===== src/rtl/npu_oq_pack.sv =====
// npu_oq_pack: output requantize-and-pack stage.
// Adds the output zero point to each scaled result, optionally clamps at the
// zero point (ReLU), saturates to signed Q_LEN bits and packs PACK lanes into
// one registered output word.
// Ports:
//   clk_i, rst_i            clock (rising edge), async active-high reset
//   data_i/valid_i/last_i   scaled input beat, last_i flushes a partial word
//   ready_o                 beat accepted this cycle when valid_i is high
//   zp_i, relu_en_i         per-beat zero point and ReLU enable
//   data_o/keep_o/last_o    packed word, lane-valid mask, row-end flag
//   valid_o, ready_i        output handshake
module npu_oq_pack #(
    parameter int unsigned M_LEN = 32,
    parameter int unsigned PACK  = 4,
    parameter int unsigned Q_LEN = 8
) (
    input  logic                    clk_i,
    input  logic                    rst_i,
    input  logic [M_LEN-1:0]        data_i,
    input  logic                    valid_i,
    input  logic                    last_i,
    output logic                    ready_o,
    input  logic [Q_LEN-1:0]        zp_i,
    input  logic                    relu_en_i,
    output logic [PACK*Q_LEN-1:0]   data_o,
    output logic [PACK-1:0]         keep_o,
    output logic                    last_o,
    output logic                    valid_o,
    input  logic                    ready_i
);

    localparam int unsigned CNT_W  = (PACK > 1) ? $clog2(PACK) : 1;
    localparam int unsigned SUM_W  = M_LEN + 1;
    localparam int unsigned WORD_W = PACK * Q_LEN;

    localparam logic signed [SUM_W-1:0] SUM_MAX = SUM_W'((2 ** (Q_LEN - 1)) - 1);
    localparam logic signed [SUM_W-1:0] SUM_MIN = ~SUM_MAX;
    localparam logic [Q_LEN-1:0]        LANE_MAX = {1'b0, {(Q_LEN - 1){1'b1}}};
    localparam logic [Q_LEN-1:0]        LANE_MIN = ~LANE_MAX;

    logic [CNT_W-1:0]        cnt;
    logic [WORD_W-1:0]       pack_buf;
    logic [PACK-1:0]         buf_keep;

    logic                    accept;
    logic                    close;
    logic signed [SUM_W-1:0] data_ext;
    logic signed [SUM_W-1:0] zp_ext;
    logic signed [SUM_W-1:0] sum;
    logic [Q_LEN-1:0]        q;
    logic [WORD_W-1:0]       buf_merged;
    logic [PACK-1:0]         keep_merged;

    // Output register either empty or draining this cycle.
    assign ready_o = !valid_o || ready_i;
    assign accept  = valid_i && ready_o;
    assign close   = (cnt == CNT_W'(PACK - 1)) || last_i;

    // Zero point, optional ReLU at the zero point, saturation to Q_LEN bits.
    always_comb begin
        data_ext = {data_i[M_LEN-1], data_i};
        zp_ext   = {{(SUM_W - Q_LEN){zp_i[Q_LEN-1]}}, zp_i};
        sum      = data_ext + zp_ext;
        if (relu_en_i && (sum < zp_ext)) begin
            sum = zp_ext;
        end
        if (sum > SUM_MAX) begin
            q = LANE_MAX;
        end else if (sum < SUM_MIN) begin
            q = LANE_MIN;
        end else begin
            q = sum[Q_LEN-1:0];
        end
    end

    // Current beat merged into the pack buffer at lane cnt.
    always_comb begin
        buf_merged  = pack_buf;
        keep_merged = buf_keep;
        for (int unsigned n = 0; n < PACK; n++) begin
            if (cnt == CNT_W'(n)) begin
                buf_merged[n*Q_LEN +: Q_LEN] = q;
                keep_merged[n]               = 1'b1;
            end
        end
    end

    // Pack buffer, lane counter and output word register.
    always_ff @(posedge clk_i or posedge rst_i) begin
        if (rst_i) begin
            cnt      <= '0;
            pack_buf <= '0;
            buf_keep <= '0;
            data_o   <= '0;
            keep_o   <= '0;
            last_o   <= 1'b0;
            valid_o  <= 1'b0;
        end else if (accept && close) begin
            // ready_o guarantees the output register is free or draining.
            data_o   <= buf_merged;
            keep_o   <= keep_merged;
            last_o   <= last_i;
            valid_o  <= 1'b1;
            cnt      <= '0;
            pack_buf <= '0;
            buf_keep <= '0;
        end else begin
            if (accept) begin
                pack_buf <= buf_merged;
                buf_keep <= keep_merged;
                cnt      <= cnt + CNT_W'(1);
            end
            if (valid_o && ready_i) begin
                valid_o <= 1'b0;
            end
        end
    end

endmodule


===== config.mk =====
export PLATFORM = sky130hd
export DESIGN_NAME = npu_oq_pack
export DESIGN_NICKNAME = d
export VERILOG_FILES = /design/src/rtl/npu_oq_pack.sv
export SDC_FILE = /design/constraint.sdc
export NUM_CORES = 1
export LEC_CHECK = 0
export BUFFER_PORTS_ARGS = -buffer_cell sky130_fd_sc_hd__buf_2
export CAP_MARGIN = 15
export CORE_MARGIN = 3
export CORE_UTILIZATION = 29
export CTS_CLUSTER_DIAMETER = 100
export DETAILED_ROUTE_END_ITERATION = 7
export GPL_TIMING_DRIVEN = 0
export PLACE_DENSITY = 0.52
export SYNTH_ARGS = -nofsm -noshare
export SYNTH_HDL_FRONTEND = slang
export SYNTH_SLANG_ARGS = --single-unit

===== constraint.sdc =====
create_clock -name clk_i -period 6.4 [get_ports clk_i]
set_input_delay 0.64 -clock clk_i [delete_from_list [all_inputs] [get_ports clk_i]]
set_output_delay 0.64 -clock clk_i [all_outputs]
set_load 0.005 [all_outputs]

== Word level (Yosys, flattened, before mapping) ==
Cells that the tools add are included.

* Add/sub/neg operators: 2
* Reductions and logical operators: 10
* Muxes and demuxes: 19
* Equality and inequality tests: 3
* Magnitude comparators: 3

{| class="wikitable"
|+ Operators with widths
! cell !! number
|-
| $mux W32 || 2
|-
| $mux W8 || 6
|-
| $add A32 B8 Y33 || 1
|-
| $gt A33 B8 Y1 const B || 1
|-
| $lt A33 B8 Y1 || 1
|-
| $lt A33 B8 Y1 const B || 1
|-
| $mux W33 || 1
|-
| $mux W4 || 2
|-
| $mux W1 || 6
|-
| $eq A2 B2 Y1 const B || 2
|-
| $logic_and A1 B1 Y1 || 4
|-
| $mux W2 || 2
|-
| $reduce_bool A2 Y1 || 2
|-
| $add A2 B1 Y2 const B || 1
|-
| $eq A2 B1 Y1 const B || 1
|-
| $logic_not A2 Y1 || 1
|-
| $logic_or A1 B1 Y1 || 2
|-
| $logic_not A1 Y1 || 1
|}

* Word-level logic and storage cells: 44
* Output and inout bits: 39
* Bits in registers: 76

== Longest topological paths before layout ==
Gate-level depths: netlist of run 1.

* Depth after elaboration: 10
* Depth in mapped cells: 22
* Depth with buffers taken out: 20

== Worst setup path after synthesis of run 1 ==
No wires, ideal clock.

* Path type: input-to-reg
* Start: input data_i[0]
* End: register pack_buf[6]
* Cell stages on the path: 21
* Path buffers: 2
* Slack: 1631 ps
* Data arrival time: 4673 ps
* Cell sequence: ha_1 -> inv_1 -> fa_1 -> nand2b_1 -> a21oi_4 -> o21ai_4 -> o21ai_0 -> a311o_1 -> xor2_1 -> ha_1 -> nand4_1 -> inv_1 -> a221oi_1 -> o211ai_1 -> a21oi_1 -> mux2i_1 -> clkbuf_1 -> o21ai_0 -> and3_1 -> clkbuf_1 -> o31ai_1

* Word-level cells in the longest chain between the ends: 10
* Elaborated cells on any way between the ends: 11

{| class="wikitable"
|+ RTL lines
! item !! RTL line !! source
|-
| start: declaration || 19 || <nowiki>input logic [M_LEN-1:0] data_i,</nowiki>
|-
| $add A32 B8 Y33 (*) || 63 || <nowiki>sum = data_ext + zp_ext;</nowiki>
|-
| $lt A33 B8 Y1 || 64 || <nowiki>if (relu_en_i && (sum < zp_ext)) begin</nowiki>
|-
| $logic_and A1 B1 Y1 || 64 ||
|-
| $mux W33 (*) || 64 ||
|-
| $lt A33 B8 Y1 || 69 || <nowiki>end else if (sum < SUM_MIN) begin</nowiki>
|-
| $mux W8 || 69 ||
|-
| $mux W8 (*) || 67 || <nowiki>if (sum > SUM_MAX) begin</nowiki>
|-
| $mux W8 (*) || 81 || <nowiki>if (cnt == CNT_W'(n)) begin</nowiki>
|-
| $mux W32 (*) || 108 || <nowiki>if (accept) begin</nowiki>
|-
| $mux W32 (*) || 98 || <nowiki>end else if (accept && close) begin</nowiki>
|-
| end signal: assignment || 109 || <nowiki>pack_buf <= buf_merged;</nowiki>
|-
| end: declaration || 42 || <nowiki>logic [WORD_W-1:0] pack_buf;</nowiki>
|}

Every way passes the cells marked *; elsewhere a longest branch is shown, timed or not. The select of a mux whose other input is x is not followed.
A chain may end at the register's enable or synchronous reset.

== Worst setup path in the final report of run 1 ==
* Start: input zp_i[7]
* End: register data_o[6]

* Word-level cells in the longest chain between the ends: 8
* Elaborated cells on any way between the ends: 9

{| class="wikitable"
|+ RTL lines
! item !! RTL line !! source
|-
| start: declaration || 23 || <nowiki>input logic [Q_LEN-1:0] zp_i,</nowiki>
|-
| $add A32 B8 Y33 || 63 ||
|-
| $lt A33 B8 Y1 || 64 ||
|-
| $logic_and A1 B1 Y1 || 64 ||
|-
| $mux W33 (*) || 64 ||
|-
| $lt A33 B8 Y1 || 69 ||
|-
| $mux W8 || 69 ||
|-
| $mux W8 (*) || 67 ||
|-
| $mux W8 (*) || 81 ||
|-
| end signal: assignment || 100 || <nowiki>data_o <= buf_merged;</nowiki>
|-
| end: declaration || 25 || <nowiki>output logic [PACK*Q_LEN-1:0] data_o,</nowiki>
|}

Every way passes the cells marked *; elsewhere a longest branch is shown, timed or not.

==> results.sh, run 1 <==
export IMPL_detail_route_first_pass_iterations=5
export IMPL_cts_inserted_buffers=9
export IMPL_clock_latency_ns=0.33
export IMPL_worst_setup_path_type="in2reg"
export IMPL_grt_start_max_net_pins=58
export IMPL_dpl_hpwl_mm=13.9
export IMPL_setup_violations=0
export IMPL_setup_repair_after_global_routing_missed_its_margin="false"
export IMPL_synth_flop_cell="sky130_fd_sc_hd__dfrtp_1"
export IMPL_fin_util_pct=35.2
export IMPL_fp_dieH_um=153
export IMPL_status="finished clean"
export IMPL_synthesis_area_um2=6240
export IMPL_vias=5770
export IMPL_timing_critical_path_required_ns=6.59
export IMPL_setup_worst_path_start_class="primary input"
export IMPL_row_count=53
export IMPL_synth_seq_cells=76
export IMPL_post_detailed_routing_wire_length_mm=17.8
export IMPL_clock_skew_ns=0.00791
export IMPL_synthDistinctLibCells=73
export IMPL_timing_hold_ws_ns=0.250
export IMPL_finalWeightedCongestion=0.826
export IMPL_detail_route_iter0_violations=343
export IMPL_async_reset_ff_share_pct=100
export IMPL_routed_wire_per_std_cell_um=15.9
export IMPL_timing_hold_worst_class="in2async"
export IMPL_fmax_mhz=171
export IMPL_vias_per_cell=5.14
export IMPL_pin_slew_with_the_least_headroom_to_its_limit_ns=0.905
export IMPL_syn_area_per_cell_um2=8.36
export IMPL_layout_worst_path_cycle_share_pct=91.3
export IMPL_syn_instance_count=747
export IMPL_vdd_drop_max_v=0.000141
export IMPL_cap_violations=0
export IMPL_globalRouteOverflowTotal=0
export IMPL_power_static_leakage_nw=3.39
export IMPL_slew_violations=0
export IMPL_critical_path_most_common_cell="sky130_fd_sc_hd__a21oi_1"
export IMPL_max_slew_margin_rel_pct=39.6
export IMPL_most_frequent_standard_cell_in_the_layout_excluding_fill_and_tap_cells="sky130_fd_sc_hd__nand2_1"
export IMPL_cts_sinks=76
export IMPL_grt_first_pass_wirelength_mm=29.6
export IMPL_critical_path_peak_fanout=27
export IMPL_tritoncts="built"
export IMPL_drc=0
export IMPL_grt_pass1_vias=5648
export IMPL_finalHoldViolCount=0
export IMPL_die_width_um=153
export IMPL_worstPathCellList="clkbuf_4 > ha_1 > buf_2 > nand4_1 > nor4_2 > o211ai_1 > nand3_1 > a21oi_1 > xnor2_1 > ha_1 > a21o_1 > a21o_1 > a21oi_1 > o211ai_1 > a21oi_1 > mux2i_4 > or2_2 > o21bai_1 > and3_1 > clkbuf_1 > o21ai_0"
export IMPL_end_kind="flop"
export IMPL_io_buffers=84
export IMPL_grt_use_total_pct=15.1
export IMPL_antenna_violations_before_repair=0
export IMPL_filler_cell_count_in_the_final_layout=2279
export IMPL_ios=85
export IMPL_mappedNetlistNets=862
export IMPL_clk_transition_reported_paths_ns=0.06
export IMPL_initial_core_util_pct=29.6
export IMPL_num_antenna_cells=0
export IMPL_worst_path_largest_cell_delay_ns=0.48
export IMPL_core_area_um2=21100
export IMPL_proportion_of_layout_cells_with_a_drive_suffix_above_1_pct=16.6
export IMPL_mostFrequentLayoutCells="sky130_fd_sc_hd__nand2_1 (96), sky130_fd_sc_hd__buf_2 (93), sky130_fd_sc_hd__dfrtp_1 (76)"
export IMPL_cts_htree_levels=3
export IMPL_yosysWarningCount=0
export IMPL_cts_root_buffer_cell="sky130_fd_sc_hd__clkbuf_16"
export IMPL_dp_worst_setup_slack_ns=-0.304
export IMPL_drt_antenna_violating_nets=0
export IMPL_layout_area_overhead_vs_synth_pct=18.8
export IMPL_worst_endpoint_arrival_ns=6.03
export IMPL_edff_count_synth=0
export IMPL_cts_root_to_sink_buffers=2
export IMPL_num_nets_final=957
export IMPL_power_per_cell_area_nw_per_um2=279
export IMPL_die_area_um2=23300
export IMPL_postLayoutSetupSlackWorst_ns=0.557
export IMPL_seq_area_frac_synth_pct=30.5
export IMPL_post_route_min_period_ns=5.84
export IMPL_critical_path_slowest_cell="sky130_fd_sc_hd__mux2i_4"
## state kept, by name (all words and copies together), names as in the netlist
signal    cells
last_o        1
keep_o        4
data_o       32
pack_buf     32
buf_keep      4
cnt           2
valid_o       1
## final cells by class
cell class	count	area, um2	area share (%)
Buffer	38	173	2.33
Sequential cell	76	1900	25.6
Multi-Input combinational cell	607	4090	55.2
Clock buffer	11	253	3.41
Inverter	25	96.3	1.30
Clock inverter	5	106	1.43
Timing Repair Buffer	85	450	6.07
Tap cell	275	344	4.64
## logic make-up after synthesis
logic type,after synthesis,synth area share (%)
multiplexers,8,1.36
AO/OA/AOI/OAI,258,26.9
AND/OR/NAND/NOR,248,19.6
XOR/XNOR,24,3.37
flip-flops,76,30.5
adder cells (fa/ha/maj),69,13.9
buffers and inverters,64,4.33
## worst max-delay path: cells and delay by family
| kind | cells | cell delay, ns |
|---|---|---|
| AOI/OAI and AO/OA | 9 | 1.74 |
| and+or+nand+nor | 5 | 1.32 |
| buffers and inverters | 3 | 0.84 |
| adders and majority gates | 2 | 0.68 |
| muxes | 1 | 0.48 |
| xor gates and xnor gates | 1 | 0.32 |
## worst paths after layout
kind | startpoint | to | slack [ns] | cells past startpoint
max | zp_i[7] | data_o[6] | 0.56 | 21
min | rst_i | data_o[20] | 0.25 | 2
max reg2reg | cnt[0] | data_o[7] | 3.84 | 7
min reg2reg | keep_o[1] | keep_o[1] | 0.47 | 2
max in group asynchronous | rst_i | data_o[15] | 5.58 | 3
min in group clk_i | keep_o[1] | keep_o[1] | 0.47 | 2
## cell usage after synthesis, types with 10 or more instances
| cell | n | share of area (%) |
|---|---|---|
| sky130_fd_sc_hd__ha_1 | 68 | 14 |
| sky130_fd_sc_hd__buf_2 | 10 | 0.80 |
| sky130_fd_sc_hd__nand2_1 | 96 | 5.8 |
| sky130_fd_sc_hd__nand4_1 | 22 | 2.2 |
| sky130_fd_sc_hd__dfrtp_1 | 76 | 30 |
| sky130_fd_sc_hd__o21ai_0 | 73 | 5.9 |
| sky130_fd_sc_hd__o211ai_1 | 10 | 1.2 |
| sky130_fd_sc_hd__nor3_1 | 15 | 1.2 |
| sky130_fd_sc_hd__inv_1 | 25 | 1.5 |
| sky130_fd_sc_hd__o31ai_1 | 23 | 2.8 |
| sky130_fd_sc_hd__a22oi_1 | 31 | 3.7 |
| sky130_fd_sc_hd__nor2_1 | 47 | 2.8 |
| sky130_fd_sc_hd__clkbuf_1 | 25 | 1.5 |
| sky130_fd_sc_hd__and2_1 | 11 | 1.1 |
| sky130_fd_sc_hd__a21oi_1 | 59 | 4.7 |
| sky130_fd_sc_hd__xnor2_1 | 18 | 2.5 |
| sky130_fd_sc_hd__nand3_1 | 11 | 0.88 |
## power by group
part           internal, mW  total (mW)  switching [mW]
registers             0.600       0.677          0.0771
clock network         0.403       0.597           0.194
logic                 0.319       0.797           0.478
total                  1.32        2.07           0.749
## repair_timing
| action | in CTS | in global routing |
|---|---|---|
| endpoints found under the setup margin | 1 | 54 |
| gates resized for setup | 1 | 3 |
| gates cloned | 0 | 0 |
| buffers inserted | 0 | 0 |
| hold buffers | 0 | 0 |
## routing by layer
| metal | GRT usage (%) | wire (um) | up-vias |
|---|---|---|---|
| li1 | - | - | 2961 |
| met1 | 21.1 | 8710 | 2692 |
| met2 | 25.0 | 8400 | 106 |
| met3 | 2.02 | 561 | 11 |
| met4 | 3.10 | 150 | 0 |
| met5 | 0 | 0 | - |
## metrics by stage
step                instances  TNS [ns]  total power, mW  instance area [um2]
global placement         1106    -11.41             1.47                 7010
finish                   1122         0             2.07                 7410
CTS                      1123         0             2.09                 7400
detailed placement       1107    -12.15             1.48                 7040
floorplan                 747         0             1.19                 6240
global route             1122         0             2.23                 7410
Power figures use the tool's default switching activity.
==> run 2: changes to the inputs <==
Settings changed: CELL_PAD_IN_SITES_DETAIL_PLACEMENT set to 0, CELL_PAD_IN_SITES_GLOBAL_PLACEMENT set to 1, PLACE_DENSITY 0.52 to 0.63, SLEW_MARGIN set to 20.
==> results.sh, run 2 (same netlist as run 1, synthesis figures left out) <==
export IMPL_status="finished clean"
export IMPL_critical_path_slowest_cell="sky130_fd_sc_hd__mux2i_4"
export IMPL_proportion_of_layout_cells_with_a_drive_suffix_above_1_pct=16.7
export IMPL_worst_endpoint_arrival_ns=6.06
export IMPL_cts_inserted_buffers=9
export IMPL_finalWeightedCongestion=0.802
export IMPL_dp_worst_setup_slack_ns=-0.377
export IMPL_cts_root_buffer_cell="sky130_fd_sc_hd__clkbuf_16"
export IMPL_most_frequent_standard_cell_in_the_layout_excluding_fill_and_tap_cells="sky130_fd_sc_hd__nand2_1"
export IMPL_vias=5766
export IMPL_drt_antenna_violating_nets=0
export IMPL_num_nets_final=956
export IMPL_power_per_cell_area_nw_per_um2=268
export IMPL_slew_violations=0
export IMPL_cts_htree_levels=3
export IMPL_setup_repair_after_global_routing_missed_its_margin="false"
export IMPL_cts_root_to_sink_buffers=2
export IMPL_largest_registers_in_the_final_layout="data_o x32, pack_buf x32"
export IMPL_finalHoldViolCount=0
export IMPL_tns_ns=0
export IMPL_post_route_min_period_ns=5.87
export IMPL_initial_core_util_pct=29.6
export IMPL_cts_setup_buffers=0
export IMPL_critical_path_most_common_cell="sky130_fd_sc_hd__a21oi_1"
export IMPL_vias_per_cell=5.14
export IMPL_clock_latency_ns=0.33
export IMPL_ios=85
export IMPL_clk_transition_reported_paths_ns=0.05
export IMPL_cap_violations=0
export IMPL_detail_route_iter0_violations=287
export IMPL_grt_start_max_net_pins=41
export IMPL_postLayoutSetupSlackWorst_ns=0.531
export IMPL_timing_hold_ws_ns=0.339
export IMPL_fp_dieH_um=153
export IMPL_antenna_violations_before_repair=0
export IMPL_setup_worst_path_start_class="primary input"
export IMPL_drc=0
export IMPL_tritoncts="built"
export IMPL_worst_path_largest_cell_delay_ns=0.47
export IMPL_grt_pass1_vias=5801
export IMPL_power_static_leakage_nw=3.36
export IMPL_dpl_instance_area_um2=7030
export IMPL_detail_route_first_pass_iterations=4
export IMPL_layout_worst_path_cycle_share_pct=91.7
export IMPL_worstPathCellList="clkbuf_4 > ha_1 > clkbuf_1 > nand2_1 > nor4_2 > o211ai_1 > nand3_1 > a21oi_1 > xnor2_1 > ha_1 > a21o_1 > a21o_1 > a21oi_1 > o211ai_1 > a21oi_1 > mux2i_4 > or2_2 > o21bai_1 > and3_1 > clkbuf_1 > o21ai_0"
export IMPL_postLayoutCellArea_um2=7350
export IMPL_max_slew_margin_rel_pct=42.0
export IMPL_critical_path_buf_inv_count=3
export IMPL_cts_sinks=76
export IMPL_vdd_drop_max_v=0.000105
export IMPL_clock_skew_ns=0.00306
export IMPL_core_area_um2=21100
export IMPL_grt_use_total_pct=15.9
export IMPL_grt_first_pass_wirelength_mm=31.0
export IMPL_die_width_um=153
export IMPL_mostFrequentLayoutCells="sky130_fd_sc_hd__nand2_1 (96), sky130_fd_sc_hd__buf_2 (93), sky130_fd_sc_hd__dfrtp_1 (76)"
export IMPL_setup_violations=0
export IMPL_num_antenna_cells=0
export IMPL_pin_slew_with_the_least_headroom_to_its_limit_ns=0.868
export IMPL_timing_critical_path_required_ns=6.59
export IMPL_die_area_um2=23300
export IMPL_fmax_mhz=170
export IMPL_end_kind="flop"
export IMPL_critical_path_peak_fanout=27
export IMPL_io_buffers=84
export IMPL_row_count=53
export IMPL_routed_wire_per_std_cell_um=16.4
export IMPL_worst_setup_path_type="in2reg"
export IMPL_post_detailed_routing_wire_length_mm=18.4
export IMPL_timing_hold_worst_class="in2async"
export IMPL_globalRouteOverflowTotal=0
export IMPL_dpl_hpwl_mm=14.4
export IMPL_layout_area_overhead_vs_synth_pct=17.7
export IMPL_critPathTopFamily="compound AO/OA/AOI/OAI gates"
-- run 2: cell count changes in the layout (fill, tap and decap cells not counted), sizes merged --
cell	delta
bufinv	-3
clkbuf	+4
clkinvlp	-1
inv	-1
-- run 2: per-layer routing --
metal	vias up	wire [um]	global-route usage (%)
met5	-	0	0
met4	0	157	3.22
met3	11	542	1.82
met2	90	8640	26.2
met1	2695	9090	22.5
li1	2970	-	-
-- run 2: area by class of cell --
class	instances	area, um2
plain buffers	37	170
clock buffers	16	302
fillers	2287	13700
inverters	25	96.3
multi-input cells	607	4090
flip-flops and latches	76	1900
well taps	275	344
repair buffers	85	443
-- run 2: worst register-to-register path: cells and delay by family, from the launching register on --
kind | cells | cell delay [ns]
AND/OR/NAND/NOR | 2 | 0.58
AO/OA/AOI/OAI | 1 | 0.17
adder cells (fa/ha/maj) | 1 | 0.28
flip-flops | 1 | 0.39
buffers and inverters | 3 | 1.04
-- run 2: timing repair --
item / CTS / global route
hold buffers: 0 / 0
resized for setup: 1 / 6
setup endpoints to repair: 26 / 53
-- run 2: where the power goes --
group	total [mW]	internal [mW]	switching [mW]	leakage, nW
combinational	0.796	0.318	0.478	2.20
sequential	0.677	0.600	0.0765	1.01
clock	0.498	0.316	0.182	0.149
-- run 2: stage by stage --
step | power (mW) | instances | utilization (%)
5_1_grt | 2.14 | 1121 | 34.8
4_1_cts | 1.99 | 1123 | 34.8
3_3_place_gp | 1.48 | 1106 | 33.2
3_5_place_dp | 1.49 | 1107 | 33.3
2_1_floorplan | 1.19 | 747 | -
6_report | 1.97 | 1121 | 34.8
-- run 2: worst paths after layout --
check | start | end | slack (ns) | depth (start not counted)
max in group asynchronous | rst_i | keep_o[1] | 5.48 | 3
setup reg to reg | cnt[0] | data_o[7] | 3.79 | 7
hold / removal | rst_i | data_o[16] | 0.34 | 2
hold reg to reg | keep_o[2] | keep_o[2] | 0.46 | 2
min in group clk_i | keep_o[2] | keep_o[2] | 0.46 | 2
setup / recovery | zp_i[7] | data_o[0] | 0.53 | 21
